--- src/rtl/hazard_ctrl.sv ---
// ID/EX producer-side hazard control: load-use stall, taken-branch squash,
// control-bundle bubbling and saturating stall/flush counters.
module hazard_ctrl #(
  parameter int unsigned LOAD_STALL_CYCLES = 1,
  parameter int unsigned CNT_W             = 32
) (
  input  logic             clk,
  input  logic             reset,
  input  logic [4:0]       id_rs1,
  input  logic [4:0]       id_rs2,
  input  logic             id_uses_rs2,
  input  logic             id_Branch,
  input  logic             id_MemRead,
  input  logic             id_MemWrite,
  input  logic             id_MemtoReg,
  input  logic             id_RegWrite,
  input  logic             id_ALUSrc,
  input  logic [3:0]       id_ALUOp,
  input  logic             IDEX_MemRead,
  input  logic [4:0]       IDEX_rd,
  input  logic             ex_branch_taken,
  output logic             PCWrite,
  output logic             IFID_Write,
  output logic             IFID_Flush,
  output logic             ctl_Branch,
  output logic             ctl_MemRead,
  output logic             ctl_MemWrite,
  output logic             ctl_MemtoReg,
  output logic             ctl_RegWrite,
  output logic             ctl_ALUSrc,
  output logic [3:0]       ctl_ALUOp,
  output logic [CNT_W-1:0] stall_count,
  output logic [CNT_W-1:0] flush_count,
  output logic             busy
);

  localparam int unsigned REM_W = 4;
  localparam logic [REM_W-1:0] REM_INIT = REM_W'(LOAD_STALL_CYCLES - 1);
  localparam logic MULTI_STALL = (LOAD_STALL_CYCLES > 1);

  typedef enum logic {RUN = 1'b0, STALL = 1'b1} state_t;

  state_t           state, state_nxt;
  logic [REM_W-1:0] rem, rem_nxt;
  logic             hazard;
  logic             bubble;
  logic             stall_inc;
  logic             flush_inc;

  assign hazard = IDEX_MemRead && (IDEX_rd != 5'd0) &&
                  ((IDEX_rd == id_rs1) || (id_uses_rs2 && (IDEX_rd == id_rs2)));

  // Next state, stall/flush decisions; reset forces the safe output set.
  always_comb begin
    state_nxt  = state;
    rem_nxt    = rem;
    PCWrite    = 1'b1;
    IFID_Write = 1'b1;
    IFID_Flush = 1'b0;
    bubble     = 1'b0;
    stall_inc  = 1'b0;
    flush_inc  = 1'b0;
    busy       = (state == STALL);
    case (state)
      RUN: begin
        if (ex_branch_taken) begin
          IFID_Flush = 1'b1;
          bubble     = 1'b1;
          flush_inc  = 1'b1;
        end else if (hazard) begin
          PCWrite    = 1'b0;
          IFID_Write = 1'b0;
          bubble     = 1'b1;
          stall_inc  = 1'b1;
          if (MULTI_STALL) begin
            state_nxt = STALL;
            rem_nxt   = REM_INIT;
          end
        end
      end
      STALL: begin
        if (ex_branch_taken) begin
          IFID_Flush = 1'b1;
          bubble     = 1'b1;
          flush_inc  = 1'b1;
          state_nxt  = RUN;
          rem_nxt    = '0;
        end else begin
          PCWrite    = 1'b0;
          IFID_Write = 1'b0;
          bubble     = 1'b1;
          stall_inc  = 1'b1;
          rem_nxt    = rem - REM_W'(1);
          if (rem == REM_W'(1)) state_nxt = RUN;
        end
      end
      default: begin
        state_nxt = RUN;
        rem_nxt   = '0;
      end
    endcase
    if (!reset) begin
      PCWrite    = 1'b0;
      IFID_Write = 1'b0;
      IFID_Flush = 1'b1;
      bubble     = 1'b1;
      busy       = 1'b0;
    end
  end

  assign ctl_Branch   = id_Branch   & ~bubble;
  assign ctl_MemRead  = id_MemRead  & ~bubble;
  assign ctl_MemWrite = id_MemWrite & ~bubble;
  assign ctl_MemtoReg = id_MemtoReg & ~bubble;
  assign ctl_RegWrite = id_RegWrite & ~bubble;
  assign ctl_ALUSrc   = id_ALUSrc   & ~bubble;
  assign ctl_ALUOp    = bubble ? 4'd0 : id_ALUOp;

  // State and saturating performance counters.
  always_ff @(posedge clk) begin
    if (!reset) begin
      state       <= RUN;
      rem         <= '0;
      stall_count <= '0;
      flush_count <= '0;
    end else begin
      state <= state_nxt;
      rem   <= rem_nxt;
      if (stall_inc && (stall_count != '1)) stall_count <= stall_count + CNT_W'(1);
      if (flush_inc && (flush_count != '1)) flush_count <= flush_count + CNT_W'(1);
    end
  end

endmodule

--- config.mk ---
export PLATFORM = sky130hd
export DESIGN_NAME = hazard_ctrl
export DESIGN_NICKNAME = d
export VERILOG_FILES = /design/src/rtl/hazard_ctrl.sv
export SDC_FILE = /design/constraint.sdc
export NUM_CORES = 1
export LEC_CHECK = 0
export BUFFER_PORTS_ARGS = -buffer_cell sky130_fd_sc_hd__buf_4
export CORE_AREA = 2 2 90 92
export DETAILED_ROUTE_END_ITERATION = 10
export DIE_AREA = 0 0 92 94
export PLACE_DENSITY = 0.74
export SLEW_MARGIN = 10
export SYNTH_ARGS = -nofsm -noshare
export SYNTH_HDL_FRONTEND = slang
export SYNTH_SLANG_ARGS = --single-unit
--- constraint.sdc ---
create_clock -name clk -period 7.2 [get_ports clk]
set_input_delay 2.16 -clock clk [delete_from_list [all_inputs] [get_ports clk]]
set_output_delay 2.16 -clock clk [all_outputs]
set_load 0.01 [all_outputs]
---- Yosys cells after proc, flatten, opt, wreduce, memory -nomap -nowiden ----
Index checks and enable logic that the tools add are counted.
storage, ports and cells
  flip-flop bits (word level) ............. 69
  logic and storage cells ................. 46
  bits of input ports ..................... 30
  output and inout port bits .............. 78
cells by class
  reduce and logical (&&, ||, !) cells .... 8
  add/subtract/negate cells ............... 3
  equality and inequality tests ........... 5
  mux-type cells .......................... 17
  bitwise logic cells ..................... 9
operators with widths
  kind                   number
  $add 32x1->32 const B  2
  $ne 32x32->1 const B   2
  $mux 1                 12
  $eq 5x5->1             2
  $mux 4                 2
  $and 1x1->1            6
  $pmux 1 s2             3
  $logic_and 1x1->1      5
  $reduce_bool 5->1      1
  $eq 4x1->1 const B     1
  $sub 4x1->4 const B    1
  $not 1->1              3
  $reduce_or 3->1        1
  $logic_or 1x1->1       1

---- Depth between registers and ports, before layout ----
  depth after elaboration ................. 10
  mapped depth ............................ 9
  depth with buffers taken out ............ 6

---- Least setup slack after synthesis ----
No wires, ideal clock.
  path kind ............................... input port to output port
  from .................................... input port IDEX_rd[1]
  to ...................................... output port ctl_ALUOp[0]
  arrival ................................. 3.441 ns
  cell stages on the path ................. 5
  buffers on the path ..................... 0
  setup slack ............................. 1.599 ns
  data required time ...................... 5.040 ns
  cells stage by stage .................... or4_1 -> o21ai_0 -> o21ai_0 -> nor2_1 -> and2_1
on the way
  word-level cells in the longest chain between the ends .. 9
  elaborated cells between the ends (all ways) .. 12
  classes of those cells .................. 2 x eq/ne; 5 x mux; 5 x reduce/logical
RTL lines
  element              RTL line  source
  start: declaration   20        input logic [4:0] IDEX_rd,
  $eq 5x5->1           51        ((IDEX_rd == id_rs1) || (id_uses_rs2 && (IDEX_rd == id_rs2)));
  $logic_and 1x1->1    51
  $logic_or 1x1->1     51
  $logic_and 1x1->1 *  50        assign hazard = IDEX_MemRead && (IDEX_rd != 5'd0) &&
  $mux 1 *             70        end else if (hazard) begin
  $mux 1 *             66        if (ex_branch_taken) begin
  $pmux 1 s2 *         64        case (state)
  $mux 1 *             102       if (!reset) begin
  $mux 4 *             117       assign ctl_ALUOp = bubble ? 4'd0 : id_ALUOp;
  end: declaration     31        output logic [3:0] ctl_ALUOp,
Every way passes the cells marked *; elsewhere a longest branch is shown, timed or not.

---- Worst setup path after layout ----
  from .................................... input port IDEX_rd[1]
  to ...................................... output port ctl_MemtoReg
on the way
  word-level cells in the longest chain between the ends .. 10
  elaborated cells between the ends (all ways) .. 13
  classes of those cells .................. 2 x eq/ne; 4 x mux; 2 x bitwise; 5 x reduce/logical
RTL lines
  element              RTL line  source
  $eq 5x5->1           51
  $logic_and 1x1->1    51
  $logic_or 1x1->1     51
  $logic_and 1x1->1 *  50
  $mux 1 *             70
  $mux 1 *             66
  $pmux 1 s2 *         64
  $mux 1 *             102
  $not 1->1 *          114       assign ctl_MemtoReg = id_MemtoReg & ~bubble;
  $and 1x1->1 *        114
  end: declaration     28        output logic ctl_MemtoReg,
Marked as above.

==> results by stage <==
STA:
- On the final layout, the worst clock skew is between 9 and 10 ps.
- The achievable clock frequency is around 0.17 GHz.
- Setup repair after global routing left no endpoint under its margin.
- The setup TNS after final layout is 0 ps.
- The worst path in the final design needs a cycle of around 6000 ps, including I/O delays and setup.
- The final critical-path share of the clock period is between 80% and 90%.
- The number of failing hold endpoints at the final stage is 0.
- At the pin with the least slew margin, the transition time is between 900 and 1000 ps.
- Measured against its own limit, the worst slew margin works out to ~34%.
- Setup violations remaining at the end of the flow were counted as 0.
- The number of max-slew violations in the final report came to 0.

Critical path:
- STA classifies the critical path startpoint as a primary input.
- In this run the worst setup path terminates at ctl_MemtoReg.
- The endpoint identified for the worst register-to-register timing path is flush_count[13].
- The number of cells on the worst reg-to-reg path is 6.
- The arrival time at the worst endpoint is 3860 ps.
- The required time of the worst setup path is between 5000 and 6000 ps.
- The type of the setup path with the least slack is in -> out.
- Tracing the worst setup path back leads to its startpoint at IDEX_rd[1].
- In this run the critical register-to-register path is launched from flush_count[11].
- STA classifies the critical path endpoint as a primary output.
- The setup slack of the worst register-to-register path is 4670 ps.
- Of all nets on the critical path, the largest fanout is 10.

Flow run:
- The max-cap check violation count is 0.

Clocking:
- The number of hold buffers added after CTS was 0.
- The clock-pin slew of the registers on the worst-case setup and hold paths is 80 ps.
- The H-tree was split into 3 levels.
- The maximum number of buffers from clock root to sink is 2.
- At the later pin of the worst-skew pair, clock insertion delay measures roughly 340 ps.
- Counting the buffers created by CTS gives 9.
- The number of sinks on the clock net is between 60 and 70.
- The TritonCTS clock tree is yes.
- In this run, post-CTS repair resized a total of 0 instances.
- The clock tree root buffer cell is sky130_fd_sc_hd__clkbuf_8.
- After clock tree synthesis, the setup repair step added 0 buffers.

Die:
- The vertical die dimension is between 90 and 100 µm.
- The total I/O pin count is between 100 and 150.
- The die width is around 92 µm.
- The area of the die is around 8600 µm².
- The floorplan row count is 32.
- Once the floorplan was initialized, standard cells occupied approximately half of the core.
- The area of the placeable core is ~7600 µm².

Yosys:
- The most common flop cell mapped by yosys is sky130_fd_sc_hd__dfxtp_1.
- Summed over all instances, the cell type with the most area after synthesis is sky130_fd_sc_hd__dfxtp_1.
- In this run, synthesis inferred 0 flip-flops with an integrated enable.
- The synthesized netlist net count is between 400 and 500.
- The async set-or-reset flop fraction in the synthesized netlist is 0%.
- The synthesized flop and latch total is approximately 70.
- Yosys instantiated no cell more often than sky130_fd_sc_hd__dfxtp_1.
- After synthesis, the mean cell area works out to between 8 and 9 µm².
- The mapped netlist covers between 3000 and 4000 µm².
- The share of the synthesized area in the top cell type is 37.03%.
- The distinct cell type count after synthesis is between 40 and 50.
- In the post-synthesis netlist, the biggest area contributors are sky130_fd_sc_hd__dfxtp_1 (37%), sky130_fd_sc_hd__xor2_1 (4.7%), sky130_fd_sc_hd__a21oi_1 (4.0%), sky130_fd_sc_hd__nand3_1 (4.0%), sky130_fd_sc_hd__nor2_1 (4.0%).
- By count the netlist is led by sky130_fd_sc_hd__dfxtp_1 (69), sky130_fd_sc_hd__nor2_1 (40), sky130_fd_sc_hd__nand2_1 (32).
- Of the synthesized area, sequential elements account for a little under two fifths.
- Synthesis handed over a netlist of 444 instances.
- Yosys printed 0 warnings.

Global routing:
- The maximum number of pins on one net before global-route repair is 57.
- The via count of the first global-routing pass is 3,331.
- For this run, the total global-route usage over all layers was measured as about a fifth.
- For this run the aggregate overflow at the end of global routing stands at 0.
- The first global-routing pass estimated about 15,000 µm of wire.
- The number of antenna violations at the first check in global routing is 0.

Drt:
- The final routed DRC violation total is 0.
- In the final routed layout, each cell accounts on average for ~14 µm.
- The count of routing violations after the opening detailed-route iteration is ~110.
- The routed design has 9220 µm of wire.
- The ratio of routed vias to standard cells is 5.701.
- The via total after detailed routing is about 3,700.
- The first detailed-routing pass ran for 4 iterations.
- In this run the remaining antenna-violating nets after routing total 0.

Cells and area:
- From synthesis to final layout, the design area changed by 26.90%.
- Of the cells placed in the final design, the portion with a size suffix greater than 1 is about 26%.
- With fillers left out, the area of the finished cells amounts to about 4700 µm².
- The repair_antennas step left the layout with diodes totalling 0.
- The final layout net count is ~570.

Pwr:
- The cell leakage power is 1.721 nW.
- The design internal power is 0.5383 mW.
- Of the total power, the clock network draws between 30 and 40%.
- The peak supply drop is approximately 83 µV.
- The power density over the cells is around 150 nW/µm².
- The part of the total power dissipated in combinational logic is slightly below 7%.
- In this run switching power makes up between 20% and 30% of total power.
- The net switching power figure is 0.1814 mW.
- Sequential cells burn between 50% and 60% of the power.

Place:
- The routability-driven placement congestion ratio is between 0.7 and 0.8.
- The total placed instance area is 4548 µm².
- The HPWL after detailed placement is roughly 6600 µm.
- During placement, the flow inserted port buffers numbering 107.

Hold path:
- In this run the worst hold path is classified as reg -> reg.

Status:
- The flow ran to the end, and the final reports show no timing, DRC or antenna violations.
state kept, by name (all words and copies together), names as in the netlist:
signal and count:
flush_count 32, stall_count 32, rem 4, state 1
layer usage:
metal	part of all wire (%)	GRT usage, %	up-vias
met1	46	26.53	1748
li1	-	-	1815
met5	0	0	-
met2	47	35.91	103
met4	1.4	9.328	0
met3	5.7	3.852	11
critical path, cell delays in order:
cell	delay [ps]
sky130_fd_sc_hd__buf_4	120
sky130_fd_sc_hd__or4_1	520
sky130_fd_sc_hd__o21ai_0	240
sky130_fd_sc_hd__o21ai_0	170
sky130_fd_sc_hd__nor2_1	340
sky130_fd_sc_hd__and2_1	190
sky130_fd_sc_hd__buf_4	110
power by group through the flow:
stage	sequential [mW]	combinational (mW)	clock, mW
2_1_floorplan	0.394	0.0241	0
5_1_grt	0.385	0.0534	0.308
3_5_place_dp	0.394	0.0488	0
4_1_cts	0.385	0.0490	0.293
3_3_place_gp	0.394	0.0476	0
6_report	0.385	0.0487	0.286
cell usage in the layout (no fill, tap or decap), types with 11 or more instances in the layout:
cell type / instances
sky130_fd_sc_hd__nor2_1: 40
sky130_fd_sc_hd__dfxtp_1: 69
sky130_fd_sc_hd__a21oi_1: 30
sky130_fd_sc_hd__xnor2_1: 15
sky130_fd_sc_hd__nand2_1: 32
sky130_fd_sc_hd__nand4_1: 16
sky130_fd_sc_hd__and2_1: 15
sky130_fd_sc_hd__o21ai_0: 13
sky130_fd_sc_hd__nor3_1: 11
sky130_fd_sc_hd__nand3_1: 30
sky130_fd_sc_hd__inv_1: 12
sky130_fd_sc_hd__or4_1: 19
sky130_fd_sc_hd__buf_4: 109
sky130_fd_sc_hd__o31ai_1: 19
sky130_fd_sc_hd__xor2_1: 20
stage by stage:
| step | hold slack [ps] | std cells | worst slack [ps] | util [%] | power (mW) |
|---|---|---|---|---|---|
| after floorplan | 494.5 | 444 | 1599 | - | 0.4179 |
| after global placement | 479.7 | 629 | 1280 | 59.79 | 0.4412 |
| after detailed placement | 498.3 | 629 | 1168 | 59.79 | 0.4424 |
| after CTS | 509.6 | 645 | 1173 | 62.11 | 0.7262 |
| after global routing | 532.3 | 645 | 969.1 | 62.22 | 0.7462 |
| final | 503.0 | 645 | 1183 | 62.22 | 0.7198 |
kinds of logic (layout without fill, tap and decap cells):
kind of cell,count (synthesis),after routing,synth area share (%)
AOI/OAI and AO/OA,78,78,13.96
xor gates and xnor gates,35,35,8.219
adders and majority gates,4,4,1.342
buffers and inverters,39,138,5.031
DFF,69,69,37.03
muxes,8,8,2.147
and+or+nand+nor,211,211,32.27
worst min-delay path by stage:
| stage | depth (start not counted) | slack [ps] | from | to |
|---|---|---|---|---|
| floorplan | 2 | 490 | stall_count[21] | stall_count[21] |
| global placement | 2 | 480 | stall_count[29] | stall_count[29] |
| detailed placement | 2 | 500 | stall_count[4] | stall_count[4] |
| CTS | 2 | 510 | stall_count[9] | stall_count[9] |
| global route | 2 | 530 | stall_count[13] | stall_count[13] |
| finish | 2 | 500 | stall_count[4] | stall_count[4] |
final cells by class:
type	instances	area [µm²]
clock buffer	10	137.6
clock inverter	6	38.79
fill	728	2874
inverter	13	48.80
multi-input combinational	336	2181
sequential	69	1381
tap	102	127.6
timing repair buffer	109	818.3
No activity file was read; power rests on OpenSTA's default activity.
